===== config.mk =====
export PLATFORM = sky130hd
export DESIGN_NAME = load_use_scoreboard_flat
export DESIGN_NICKNAME = d
export VERILOG_FILES = /design/src/rtl/load_use_scoreboard_pkg.sv /design/src/rtl/load_use_scoreboard_if.sv /design/src/rtl/load_use_scoreboard_slot.sv /design/src/rtl/load_use_scoreboard.sv /design/src/flat_wrapper.sv
export SDC_FILE = /design/constraint.sdc
export NUM_CORES = 1
export LEC_CHECK = 0
export BUFFER_PORTS_ARGS = -buffer_cell sky130_fd_sc_hd__buf_2
export CORE_ASPECT_RATIO = 0.8
export CORE_UTILIZATION = 50
export CTS_BUF_LIST = sky130_fd_sc_hd__clkbuf_4 sky130_fd_sc_hd__clkbuf_8
export DETAILED_ROUTE_END_ITERATION = 6
export PLACE_DENSITY = 0.7
export SYNTH_ARGS = -nofsm -noshare
export SYNTH_HDL_FRONTEND = slang
export SYNTH_HIERARCHICAL = 1
export SYNTH_SLANG_ARGS = --single-unit

===== constraint.sdc =====
create_clock -name clk -period 6.8 [get_ports clk]
set_clock_uncertainty 0.1 [all_clocks]
set_input_delay 0.68 -clock clk [delete_from_list [all_inputs] [get_ports clk]]
set_output_delay 0.68 -clock clk [all_outputs]
set_load 0.02 [all_outputs]

===== src/rtl/load_use_scoreboard_pkg.sv =====
// load_use_scoreboard_pkg: shared types, widths and the free-slot priority encoder.
package load_use_scoreboard_pkg;
  localparam int DEF_REG_W = 5;
  localparam int DEF_TAG_W = 2;
  localparam int MAX_REG_W = 8;
  localparam int LAT_W = 8;
  typedef struct packed {
    logic                 valid;
    logic [MAX_REG_W-1:0] rd;
    logic [LAT_W-1:0]     cnt;
  } sb_entry_t;
  function automatic int first_free(input logic [31:0] busy);
    first_free = 32;
    for (int i = 31; i >= 0; i--) if (!busy[i]) first_free = i;
  endfunction
endpackage


===== src/rtl/load_use_scoreboard_if.sv =====
// load_use_scoreboard_if: ID-stage, completion and stall-control signals of the scoreboard.
interface load_use_scoreboard_if
  import load_use_scoreboard_pkg::*;
#(
  parameter int REG_W = DEF_REG_W,
  parameter int TAG_W = DEF_TAG_W,
  parameter int CNT_W = 32
);
  logic             inIdValid;
  logic [REG_W-1:0] inIdRs1;
  logic [REG_W-1:0] inIdRs2;
  logic             inIdUsesRs1;
  logic             inIdUsesRs2;
  logic             inIdIsLoad;
  logic [REG_W-1:0] inIdRd;
  logic             inCplValid;
  logic [TAG_W-1:0] inCplTag;
  logic [TAG_W-1:0] outAllocTag;
  logic             outPCWrite;
  logic             outIfIdWrite;
  logic             outCtrlMux;
  logic             outFull;
  logic [CNT_W-1:0] outStallCount;
  modport master (
    output inIdValid, inIdRs1, inIdRs2, inIdUsesRs1, inIdUsesRs2, inIdIsLoad, inIdRd, inCplValid, inCplTag,
    input  outAllocTag, outPCWrite, outIfIdWrite, outCtrlMux, outFull, outStallCount
  );
  modport slave (
    input  inIdValid, inIdRs1, inIdRs2, inIdUsesRs1, inIdUsesRs2, inIdIsLoad, inIdRd, inCplValid, inCplTag,
    output outAllocTag, outPCWrite, outIfIdWrite, outCtrlMux, outFull, outStallCount
  );
endinterface


===== src/rtl/load_use_scoreboard_slot.sv =====
// load_use_scoreboard_slot: one in-flight load entry with allocate, completion and countdown.
module load_use_scoreboard_slot
  import load_use_scoreboard_pkg::*;
#(
  parameter int LOAD_LAT = 1,
  parameter int VAR_LAT  = 0
) (
  input  logic                 clk,
  input  logic                 reset,
  input  logic                 alloc,
  input  logic [MAX_REG_W-1:0] allocRd,
  input  logic                 cpl,
  output logic                 valid,
  output logic [MAX_REG_W-1:0] rd
);
  sb_entry_t entry;
  logic expire;
  assign expire = (VAR_LAT != 0) ? cpl : entry.cnt == LAT_W'(1);
  // allocation is checked before expiry so a same-edge reuse keeps the new load
  always_ff @(posedge clk) begin
    if (reset) entry <= '0;
    else if (alloc) entry <= '{valid: 1'b1, rd: allocRd, cnt: LAT_W'(LOAD_LAT)};
    else if (entry.valid && expire) entry <= '0;
    else if (entry.valid && VAR_LAT == 0) entry.cnt <= entry.cnt - 1'b1;
  end
  assign valid = entry.valid;
  assign rd = entry.rd;
endmodule


===== src/rtl/load_use_scoreboard.sv =====
// load_use_scoreboard: tracks in-flight loads by destination and stalls ID on a load-use hazard.
module load_use_scoreboard
  import load_use_scoreboard_pkg::*;
#(
  parameter int NUM_SLOTS = 4,
  parameter int REG_W     = DEF_REG_W,
  parameter int LOAD_LAT  = 1,
  parameter int VAR_LAT   = 0,
  parameter int TAG_W     = $clog2(NUM_SLOTS),
  parameter int CNT_W     = 32
) (
  input logic clk,
  input logic reset,
  load_use_scoreboard_if.slave sb
);
  logic [NUM_SLOTS-1:0] slotValid, hit1, hit2, allocVec, cplVec;
  logic [MAX_REG_W-1:0] slotRd [NUM_SLOTS];
  logic hazard, full, stall, allocEn;
  logic [TAG_W-1:0] allocTag;
  logic [CNT_W-1:0] stallCount;
  for (genvar i = 0; i < NUM_SLOTS; i++) begin : g_slot
    assign hit1[i] = slotValid[i] && slotRd[i] == MAX_REG_W'(sb.inIdRs1);
    assign hit2[i] = slotValid[i] && slotRd[i] == MAX_REG_W'(sb.inIdRs2);
    assign allocVec[i] = allocEn && allocTag == TAG_W'(i);
    assign cplVec[i] = sb.inCplValid && sb.inCplTag == TAG_W'(i);
    load_use_scoreboard_slot #(.LOAD_LAT(LOAD_LAT), .VAR_LAT(VAR_LAT)) u_slot (
      .clk(clk),
      .reset(reset),
      .alloc(allocVec[i]),
      .allocRd(MAX_REG_W'(sb.inIdRd)),
      .cpl(cplVec[i]),
      .valid(slotValid[i]),
      .rd(slotRd[i])
    );
  end
  // hazards look only at registered entries: an entry freed this edge still stalls
  always_comb begin
    hazard = (sb.inIdUsesRs1 && sb.inIdRs1 != '0 && |hit1) || (sb.inIdUsesRs2 && sb.inIdRs2 != '0 && |hit2);
    full = &slotValid;
    stall = sb.inIdValid && (hazard || (sb.inIdIsLoad && full));
    allocTag = TAG_W'(first_free(32'(slotValid)));
    allocEn = sb.inIdValid && sb.inIdIsLoad && !stall && sb.inIdRd != '0;
  end
  always_ff @(posedge clk) begin
    if (reset) stallCount <= '0;
    else if (stall && !(&stallCount)) stallCount <= stallCount + 1'b1;
  end
  assign sb.outAllocTag = allocTag;
  assign sb.outPCWrite = !stall;
  assign sb.outIfIdWrite = !stall;
  assign sb.outCtrlMux = stall;
  assign sb.outFull = full;
  assign sb.outStallCount = stallCount;
endmodule


===== src/flat_wrapper.sv =====
// flat-port wrapper written by rule: the top's interface ports become plain ports
module load_use_scoreboard_flat import load_use_scoreboard_pkg::*;
#(
  parameter int NUM_SLOTS = 4,
  parameter int REG_W     = DEF_REG_W,
  parameter int LOAD_LAT  = 1,
  parameter int VAR_LAT   = 0,
  parameter int TAG_W     = $clog2(NUM_SLOTS),
  parameter int CNT_W     = 32
)
  (clk, reset, sb_inIdValid, sb_inIdRs1, sb_inIdRs2, sb_inIdUsesRs1, sb_inIdUsesRs2, sb_inIdIsLoad, sb_inIdRd, sb_inCplValid, sb_inCplTag, sb_outAllocTag, sb_outPCWrite, sb_outIfIdWrite, sb_outCtrlMux, sb_outFull, sb_outStallCount);
  load_use_scoreboard_if #(.REG_W(REG_W), .TAG_W(TAG_W), .CNT_W(CNT_W)) sb_i ();
  input logic clk;
  input logic reset;
  input wire logic [$bits(sb_i.inIdValid)-1:0] sb_inIdValid;
  input wire logic [$bits(sb_i.inIdRs1)-1:0] sb_inIdRs1;
  input wire logic [$bits(sb_i.inIdRs2)-1:0] sb_inIdRs2;
  input wire logic [$bits(sb_i.inIdUsesRs1)-1:0] sb_inIdUsesRs1;
  input wire logic [$bits(sb_i.inIdUsesRs2)-1:0] sb_inIdUsesRs2;
  input wire logic [$bits(sb_i.inIdIsLoad)-1:0] sb_inIdIsLoad;
  input wire logic [$bits(sb_i.inIdRd)-1:0] sb_inIdRd;
  input wire logic [$bits(sb_i.inCplValid)-1:0] sb_inCplValid;
  input wire logic [$bits(sb_i.inCplTag)-1:0] sb_inCplTag;
  output wire logic [$bits(sb_i.outAllocTag)-1:0] sb_outAllocTag;
  output wire logic [$bits(sb_i.outPCWrite)-1:0] sb_outPCWrite;
  output wire logic [$bits(sb_i.outIfIdWrite)-1:0] sb_outIfIdWrite;
  output wire logic [$bits(sb_i.outCtrlMux)-1:0] sb_outCtrlMux;
  output wire logic [$bits(sb_i.outFull)-1:0] sb_outFull;
  output wire logic [$bits(sb_i.outStallCount)-1:0] sb_outStallCount;
  assign sb_i.inIdValid = sb_inIdValid;
  assign sb_i.inIdRs1 = sb_inIdRs1;
  assign sb_i.inIdRs2 = sb_inIdRs2;
  assign sb_i.inIdUsesRs1 = sb_inIdUsesRs1;
  assign sb_i.inIdUsesRs2 = sb_inIdUsesRs2;
  assign sb_i.inIdIsLoad = sb_inIdIsLoad;
  assign sb_i.inIdRd = sb_inIdRd;
  assign sb_i.inCplValid = sb_inCplValid;
  assign sb_i.inCplTag = sb_inCplTag;
  assign sb_outAllocTag = sb_i.outAllocTag;
  assign sb_outPCWrite = sb_i.outPCWrite;
  assign sb_outIfIdWrite = sb_i.outIfIdWrite;
  assign sb_outCtrlMux = sb_i.outCtrlMux;
  assign sb_outFull = sb_i.outFull;
  assign sb_outStallCount = sb_i.outStallCount;
  load_use_scoreboard #(.NUM_SLOTS(NUM_SLOTS), .REG_W(REG_W), .LOAD_LAT(LOAD_LAT), .VAR_LAT(VAR_LAT), .TAG_W(TAG_W), .CNT_W(CNT_W)) u_core (.clk(clk), .reset(reset), .sb(sb_i));
endmodule

### Word-level counts from Yosys, hierarchy flattened

Cells that the tools add are included.

| cells by class | value |
|---|---|
| add/sub/neg operators | 5 |
| eq/ne operators | 15 |
| mux-type cells | 20 |
| reductions and logical operators | 50 |

Operator list:

| operator | number |
|---|---|
| $mux W17 | 4 |
| $mux W8 | 8 |
| $eq A5 B5 Y1 | 8 |
| $mux W9 | 4 |
| $add A32 B1 Y32 const B | 1 |
| $eq A8 B1 Y1 const B | 4 |
| $reduce_and A32 Y1 | 1 |
| $sub A8 B1 Y8 const B | 4 |
| $logic_and A1 B1 Y1 | 26 |
| $reduce_bool A5 Y1 | 3 |
| $reduce_bool A3 Y1 | 4 |
| $reduce_or A3 Y1 | 4 |
| $mux W2 | 4 |
| $reduce_bool A2 Y1 | 4 |
| $reduce_or A4 Y1 | 2 |
| $eq A2 B2 Y1 const B | 2 |
| $reduce_and A4 Y1 | 1 |
| $eq A2 B1 Y1 const B | 1 |
| $logic_not A1 Y1 | 2 |
| $logic_not A2 Y1 | 1 |
| $logic_or A1 B1 Y1 | 2 |

| word-level totals | value |
|---|---|
| flip-flop bits (word level) | 88 |
| bits of input ports | 24 |
| output and inout port bits | 38 |
| logic and storage cells | 107 |

### Longest topological paths before layout

Gate-level depths: netlist of run 1.

| depth | value |
|---|---|
| word-level depth | 12 |
| mapped depth | 11 |
| gate-level depth less buffers | 9 |

### Cells and area by module

Netlist of run 1, hierarchy kept.

Modules (own cells, without submodules):

| module | times used | cells each | area each (um^2) | seq. area each (um^2) |
|---|---|---|---|---|
| load_use_scoreboard_slot | 4 | 71 | 720.7 | 340.3 |
| load_use_scoreboard | 1 | 298 | 2,328.5 | 640.6 |

### Worst setup path before layout of run 1

OpenSTA, ideal clock, no wires.

| timing path | value |
|---|---|
| kind | input port to output port |
| start point | input sb_inIdRs2[3] |
| end point | output sb_outPCWrite |
| arrival time | 2,781 ps |
| required time | 6,020 ps |
| path slack | 3,239 ps |
| stages | 10 |
| path buffers | 3 |
| cells stage by stage | clkbuf_1 -> xor2_1 -> nor4_1 -> nand3_1 -> and4_4 -> o211a_1 -> buf_6 -> nor2b_1 -> inv_1 -> buf_4 |

| between the ends | value |
|---|---|
| longest elaborated chain between the ends | 8 |
| elaborated cells on any way between the ends | 16 |
| classes of those cells | eq/ne (4); reduce/logical (12) |

Ends and longest elaborated chain:

| item | RTL line | text |
|---|---|---|
| from (decl) | flat_wrapper.sv:17 | `input wire logic [$bits(sb_i.inIdRs2)-1:0] sb_inIdRs2;` |
| $eq A5 B5 Y1 | load_use_scoreboard.sv:23 | `assign hit2[i] = slotValid[i] && slotRd[i] == MAX_REG_W'(sb.inIdRs2);` |
| $logic_and A1 B1 Y1 | load_use_scoreboard.sv:23 |  |
| $reduce_or A4 Y1 | load_use_scoreboard.sv:38 | `hazard = (sb.inIdUsesRs1 && sb.inIdRs1 != '0 && \|hit1) \|\| (sb.inIdUsesRs2 && sb.inIdRs2 != '0 && \|hit2);` |
| $logic_and A1 B1 Y1 * | load_use_scoreboard.sv:38 |  |
| $logic_or A1 B1 Y1 * | load_use_scoreboard.sv:38 |  |
| $logic_or A1 B1 Y1 * | load_use_scoreboard.sv:40 | `stall = sb.inIdValid && (hazard \|\| (sb.inIdIsLoad && full));` |
| $logic_and A1 B1 Y1 * | load_use_scoreboard.sv:40 |  |
| named net sb_outCtrlMux | flat_wrapper.sv:27 | `output wire logic [$bits(sb_i.outCtrlMux)-1:0] sb_outCtrlMux;` |
| $logic_not A1 Y1 * | -- |  |
| to (decl) | flat_wrapper.sv:25 | `output wire logic [$bits(sb_i.outPCWrite)-1:0] sb_outPCWrite;` |

The timed path passes the listed nets; every way through them passes the cells marked *.

### Worst setup path after layout of run 1

| timing path | value |
|---|---|
| start point | register u_core.g_slot[1].u_slot.entry (netlist bit u_core/g_slot[1].u_slot/valid) |
| end point | output sb_outIfIdWrite |

| between the ends | value |
|---|---|
| longest elaborated chain between the ends | 7 |
| elaborated cells on any way between the ends | 12 |
| classes of those cells | reduce/logical (12) |

Ends and longest elaborated chain:

| item | RTL line | text |
|---|---|---|
| from (decl) | load_use_scoreboard_slot.sv:16 | `sb_entry_t entry;` |
| from (signal assigned) | load_use_scoreboard_slot.sv:22 | `else if (alloc) entry <= '{valid: 1'b1, rd: allocRd, cnt: LAT_W'(LOAD_LAT)};` |
| $logic_and A1 B1 Y1, on equally long branches | load_use_scoreboard.sv:22, load_use_scoreboard.sv:23 |  |
| $reduce_or A4 Y1 | load_use_scoreboard.sv:38 |  |
| $logic_and A1 B1 Y1 | load_use_scoreboard.sv:38 |  |
| $logic_or A1 B1 Y1 | load_use_scoreboard.sv:38 |  |
| $logic_or A1 B1 Y1 * | load_use_scoreboard.sv:40 |  |
| $logic_and A1 B1 Y1 * | load_use_scoreboard.sv:40 |  |
| $logic_not A1 Y1 * | load_use_scoreboard.sv:50 | `assign sb.outIfIdWrite = !stall;` |
| to (decl) | flat_wrapper.sv:26 | `output wire logic [$bits(sb_i.outIfIdWrite)-1:0] sb_outIfIdWrite;` |

Every way passes the cells marked *; elsewhere a longest branch is shown, timed or not.

==> results of run 1 <==
## metrics by stage
step / utilization [%] / hold slack, ns / total power [W] / area (um2)
6_report: 56.31 / 0.3828 / 0.001058 / 5547
3_5_place_dp: 54.40 / 0.3655 / 0.0007101 / 5358
3_3_place_gp: 54.40 / 0.3538 / 0.0007067 / 5358
2_1_floorplan: - / 0.3506 / 0.0006885 / 5224
4_1_cts: 56.29 / 0.3857 / 0.001071 / 5544
5_1_grt: 56.29 / 0.4170 / 0.001106 / 5544
## per-layer routing
metal / vias to the layer above / global-route usage (%) / part of all wire [%]
met5: - / 0 / 0
met4: 0 / 6.624 / 1.2
met3: 13 / 5.185 / 4.5
met2: 80 / 33.98 / 45
met1: 2006 / 29.70 / 49
li1: 2099 / - / -
## area by class of cell
| class | instances | area (um2) |
|---|---|---|
| Fill cell | 920 | 4303 |
| Sequential cell | 100 | 2002 |
| Inverter | 19 | 71.32 |
| Tap cell | 136 | 170.2 |
| Clock buffer | 11 | 145.1 |
| Clock inverter | 5 | 41.29 |
| Multi-Input combinational cell | 416 | 2816 |
| Timing Repair Buffer | 59 | 297.8 |
| Antenna cell | 1 | 2.502 |
## cells in the final DEF (no fill, tap or decap), drive strengths merged, types with 11 or more instances in the layout
cell and n:
dfxtp 100, buf 59, nor2 54, a21oi 38, xor2 36, a22o 32
xnor2 29, inv 22, nand2 20, or4 20, o21ai 18, nand3 17
nor3 16, o31ai 13, conb 12, nor4 12, or3 11, clkbuf 11
## registers in the layout, indices dropped and copies added, names as in the netlist
| signal | flops |
|---|---|
| u_core/g_slot.u_slot/valid | 4 |
| u_core/g_slot.u_slot/entry | 32 |
| u_core/sb.outStallCount | 32 |
| u_core/g_slot.u_slot/rd | 32 |
## worst min-delay path by stage
stage / to / depth (start not counted)
6_report: u_core/g_slot[2].u_slot/rd[6] / 1
5_1_grt: u_core/g_slot[2].u_slot/entry[5] / 2
4_1_cts: u_core/g_slot[2].u_slot/rd[6] / 1
2_1_floorplan: u_core/g_slot[0].u_slot/rd[0] / 1
3_5_place_dp: u_core/g_slot[1].u_slot/rd[6] / 1
3_3_place_gp: u_core/g_slot[3].u_slot/rd[5] / 1
## worst register-to-register path: stages, from the launching register on
cell	delay (ns)
dfxtp_1	0.57
or4b_1	0.54
nor4_1	0.31
nand3_1	0.12
and4_4	0.21
o211a_1	0.49
or2_1	0.49
nor4_1	0.36
mux2_2	0.38
## power by group through the flow
stage / Clock (W) / Sequential, W / Combinational, W
after floorplan: 0 / 0.000617 / 0.0000716
after global placement: 0 / 0.000621 / 0.0000860
after detailed placement: 0 / 0.000621 / 0.0000889
after CTS: 0.000374 / 0.000608 / 0.0000894
after global routing: 0.000397 / 0.000610 / 0.0000991
final: 0.000361 / 0.000608 / 0.0000897
==> run summary, run 1 <==
The flow ran to the end, and the final reports show no timing, DRC or antenna violations. The detailed-route wire length per cell came out at 14.92 um. The placement row count is 32. The fraction of final layout cells with drive strength greater than 1 came out at 16.72%. From left edge to right edge, the die measures 115.8 um. The number of max-slew violations in the final report is 0. The static leakage power is 2.109 nW. The critical path's largest stage delay came out at 0.57 ns. The number of gates resized after CTS was 0.

The path category of the worst min-delay check is reg -> reg. The die covers 10,780 um2. The H-tree depth came out at 3.

The placer's final routability congestion estimate came out at 0.9011. The global-route usage over all layers is 21.81%. The sequential cell fraction of total power is 57.4%. The number of hold buffers added after CTS came out at 0. The count of boundary I/O pins came out at 62. The number of global-route vias before repair is 3,850.

The relative max-transition margin is 30.82%. The number of warnings reported in the yosys synthesis log is 6. The slowest cell on the critical path is dfxtp_1. The post-layout instance count excluding filler cells came out at 747.

In this run the worst path has a maximum fanout of 19. The number of cells traversed by the worst register-to-register path is 8. The starting utilization of the core area came out at 52.62%. The number of buffers created by CTS came out at 9. The data required time at the worst endpoint came out at 6.02 ns. The worst supply voltage drop on vdd is 0.1191 mV. The clock passes through at most 2 buffers. STA classifies the critical path endpoint as a primary output.

Grouping stages by cell kind, the critical path spends the most delay in simple AND/OR/NAND/NOR gates. The detailed router placed 4,198 vias in this run. The switching part of the total power is 26.07%. The critical path goes through or4b_1 > nor4_1 > nand3_1 > and4_4 > o211a_1 > nor2b_1 > inv_1 > buf_2. The net total in the final layout is 638. The startpoint of the most critical hold path is u_core/g_slot[2].u_slot/rd[6]. The final HPWL from detailed placement came out at 7975 um. The region available for standard cell placement spans 9849 um2. The setup slack after placement came out at 3.171 ns. The setup slack on the worst flop-to-flop path is 3.13 ns. The worst-skew pair later-pin latency is 0.38 ns. The final cycle utilization of the critical path is 59.91%. The end of the worst register-to-register path is u_core/sb.outStallCount[17]. Setup repair after global routing left no endpoint under its margin.

The first detailed-routing pass took 5 iterations. The number of standard cells after synthesis is 576. The routed wire length came out at 11,150 um.

Measured along the y axis, the die boundary spans 93.06 um. The DRC violation count after routing came out at 0. The final count of negative-setup-slack endpoints is 0. The internal portion of the total power is 0.0007825 W.

The clock period minus worst slack is 4.074 ns. Per report_power, the combinational group accounts for 8.5% of the total. Counting both buffers and inverters, the worst setup path holds a total of 2. TritonCTS built the clock tree. Dividing total power by cell area gives a power density of 190.8 nW/um2. The average footprint of a synthesized cell is 8.997 um2. The total number of clock tree sinks is 100. The top achievable clock speed came out at 0.2455 GHz.

The total instance count after detailed placement came out at 730. The post-synth design cell area is 5182 um2. The synthesis-to-layout area growth came out at 7.026%.

The class of the most critical setup path is reg -> out. The iteration-0 DRC count of the detailed router came out at 276. Global routing finished with a remaining overflow of 0.

The net switching component of the power came out at 0.0002760 W. The remaining number of nets flagged by the antenna check after routing is 0. The worst-case setup margin in the final layout is 2.726 ns. The setup TNS is 0 ns. The critical path endpoint is sb_outIfIdWrite. The clock transition time at the flip-flop clock pins of the worst setup and hold paths is 0.10 ns. For the pin with the worst max-slew slack, the measured transition is 1.038 ns. The logic depth of the worst path, buffers included is 8.

Entering global routing, the biggest net connects 57 pins. The critical register-to-register path startpoint is u_core/g_slot[1].u_slot/valid. The via density per instance is 5.620. The first-pass GRT wire length is 18,540 um.

At the worst endpoint, the arrival time is 3.29 ns. The total of buffers placed on input and output ports came out at 58. Post-CTS timing repair inserted 0 buffers for setup.

The number of maximum-capacitance constraint violations came out at 0. The clock root buffer master is clkbuf_8. The initial antenna violation count is 0. The clock network accounts for 34.1% of the total power. The startpoint class of the critical path is a flip-flop. The hold violation total from the final report came out at 0.

The critical path starts at u_core/g_slot[1].u_slot/valid.
Power figures use the tool's default switching activity.
==> inputs of run 2 (changes only) <==
PLACE_DENSITY = 0.73   (was 0.7)
clock period = 3.7 ns   (was 6.8 ns; I/O delays follow)
==> run summary, run 2 (synthesis results as in run 1) <==
The global-route usage over all layers came out at 21.86% (+0.051 points). The worst hold path terminates at u_core/g_slot[2].u_slot/rd[2]. The iteration-0 DRC count of the detailed router was 255 (-7.6%). For this design, the slowest cell found on the critical path is or4b_1. The top cell types in the final layout, fill and taps aside, are 100 x dfxtp_1, 58 x buf_2, 54 x nor2_1. Setup repair after global routing left no endpoint under its margin. The clock transition time at the flip-flop clock pins of the worst setup and hold paths is 0.09 ns (about the same).

The initial antenna violation count is 0 (unchanged). The final-layout fill cell count came to 930 (+1.1%). The clock tree buffer depth came to 2 (unchanged).

The highest-utilization routing layer at the global route stage is met2. TritonCTS built the clock tree. The path category of the worst min-delay check is in -> reg. CTS placed an instance of clkbuf_8 at the clock tree root. The total number of clock tree sinks is 100 (unchanged). The startpoint identified for the worst hold timing path is sb_inIdRd[2]. The count of boundary I/O pins came out at 62 (unchanged). The switching part of the total power is 25.25% (-0.82 points). The flow ran to the end, and the final reports show no timing, DRC or antenna violations. The sequential cell fraction of total power was 57.1% (-0.3 points).

The antenna diode count came to 0 (-1). The placement row count was 32 (unchanged). The relative max-transition margin is 61.53% (+31 points). The width of the die was 115.8 um (unchanged). The worst-skew pair later-pin latency was 0.37 ns (about the same). The power per cell area is 348.4 nW/um2 (+83%). The first-pass GRT wire length came out at 18,740 um (+1.1%).

The top achievable clock speed is 0.2941 GHz. The clock period minus worst slack came out at 3.400 ns. The buffer and inverter count on the worst path is 2 (unchanged). The critical path is of the reg -> out type. The area of the die came out at 10,780 um2 (unchanged). The library cell used most frequently in the layout, excluding fill and tap cells, is dfxtp_1. The static leakage power came out at 2.158 nW (+2.3%). The remaining number of nets flagged by the antenna check after routing came out at 0 (unchanged). The fraction of final layout cells with drive strength greater than 1 is 17.80% (+1.1 points). The synthesis-to-layout area growth came out at 8.160%. The kind of cell with the highest combined delay on the critical path is simple AND/OR/NAND/NOR gates. The net switching component of the power came out at 0.0004931 W (+79%). The setup slack after placement is 0.4732 ns (-2.698 ns). The setup slack on the worst flop-to-flop path was 0.43 ns (-2.70 ns). The number of gates given a new drive strength after cts is 0 (unchanged). The startpoint class of the critical path is a flip-flop. The total of buffers placed on input and output ports is 58 (unchanged). The sequential cell area was 2002 um2 (unchanged). The instance count along the most critical hold path is 2 (+1).

The largest fanout of any net on the critical path is 9 (-10). The met1 layer usage reported by global route came out at 30.33% (+0.63 points). The final HPWL from detailed placement came out at 8097 um (+1.5%). The number of max-slew violations in the final report is 0 (unchanged). The final count of negative-setup-slack endpoints came out at 0 (unchanged). The data required time at the worst endpoint came out at 3.23 ns (-2.79 ns). The area of the multi-input gates was 2816 um2 (unchanged). The via total after detailed routing was 4,312 (+2.7%).

The number of buffers inserted to repair setup after CTS is 0 (unchanged). The final global-route overflow total is 0 (unchanged). The global routing usage on met3 was 4.407% (-0.78 points).

The number of maximum-capacitance constraint violations is 0 (unchanged). The worst-case setup margin in the final layout came out at 0.2996 ns (-2.427 ns). The pin count of the biggest net entering global routing came out at 32 (-44%).

The length of the first detailed-routing pass in iterations was 5 (unchanged). The final cycle utilization of the critical path is 91.90%. The placer's final routability congestion estimate is 0.8691 (-3.6%). Walking the worst path, the cells encountered are or4b_1 > nor4_1 > nand3_1 > and4_4 > o211a_1 > nor2b_1 > inv_1 > buf_2. The number of buffers created by CTS is 9 (unchanged).

The worst setup path is captured at a primary output. The detailed-route wire length per cell came out at 14.88 um (-0.29%). The net total in the final layout came out at 646 (+1.3%). The critical path's largest stage delay came out at 0.58 ns (about the same). The global routing usage on met2 came out at 34.23% (+0.25 points). The setup TNS is 0 ns (unchanged).

The number of global-route vias before repair came out at 3,925 (+1.9%). The internal power of the cells was 0.001460 W (+87%). The H-tree depth is 3 (unchanged).

The via density per instance is 5.719 (+1.8%). The logic gate share of total power came out at 8.8% (+0.3 points). The critical register-to-register path startpoint is u_core/g_slot[0].u_slot/rd[5]. The number of hold buffers added after CTS came out at 0 (unchanged). The DRC violation count after routing came out at 0 (unchanged). The data arrival time of the worst path came out at 2.93 ns (-0.36 ns). The hold violation total from the final report is 0 (unchanged). The total power came out at 0.001953 W (+84%). The area of the core was 9849 um2 (unchanged). The height of the chip came out at 93.06 um (unchanged). The starting utilization of the core area came to 52.62% (unchanged). The clock network fraction of total power came to 34.2% (about the same).

The worst supply voltage drop on vdd came out at 0.2003 mV (+68%). The transition at the pin with the smallest max-transition slack is 0.5690 ns (-0.4686 ns). The worst register-to-register path ends at u_core/sb.outStallCount[25]. The number of cells traversed by the worst register-to-register path came to 9 (+1). The routed wire length is 11,220 um (+0.65%).
## run 2: power groups by stage
stage,sequential [W],clock [W],combinational [W]
5_1_grt,0.00112,0.000730,0.000190
6_report,0.00111,0.000667,0.000171
4_1_cts,0.00111,0.000690,0.000170
3_3_place_gp,0.00114,0,0.000164
2_1_floorplan,0.00113,0,0.000132
3_5_place_dp,0.00114,0,0.000169
## run 2: layout make-up
class	count	share of cell area, %
Sequential cell	100	35.71
Tap cell	136	3.036
Clock inverter	4	0.4018
Timing Repair Buffer	67	6.384
Inverter	19	1.272
Clock buffer	12	2.946
Multi-Input combinational cell	416	50.25
## run 2: per-stage QoR
stage                     area (um2)  hold slack, ns  utilization (%)  instances
after floorplan                 5224          0.3391                -        587
after global placement          5418          0.3529            55.01        738
after detailed placement        5418          0.3616            55.01        738
after CTS                       5605          0.1995            56.91        754
after global routing            5605          0.2102            56.91        754
final                           5605          0.2238            56.91        754
## run 2: how the worst max path moves through the flow
| stage | from | end | slack [ns] | cells past startpoint |
|---|---|---|---|---|
| 6_report | u_core/g_slot[0].u_slot/rd[5] | sb_outIfIdWrite | 0.30 | 8 |
| 5_1_grt | u_core/g_slot[0].u_slot/rd[5] | sb_outPCWrite | 0.12 | 8 |
| 4_1_cts | u_core/g_slot[0].u_slot/rd[5] | sb_outIfIdWrite | 0.30 | 8 |
| 3_5_place_dp | u_core/g_slot[0].u_slot/rd[5] | u_core/sb.outStallCount[21] | 0.47 | 9 |
| 3_3_place_gp | u_core/g_slot[1].u_slot/rd[5] | u_core/sb.outStallCount[21] | 0.55 | 9 |
| 2_1_floorplan | u_core/g_slot[1].u_slot/rd[5] | sb_outPCWrite | 0.48 | 10 |
## run 2: per-layer routing
metal / vias up / share of wire [%] / routed length [um]
li1: 2116 / - / -
met1: 2088 / 48 / 5369
met2: 93 / 47 / 5239
met3: 15 / 4.2 / 467
met4: 0 / 1.3 / 143
met5: - / 0 / 0
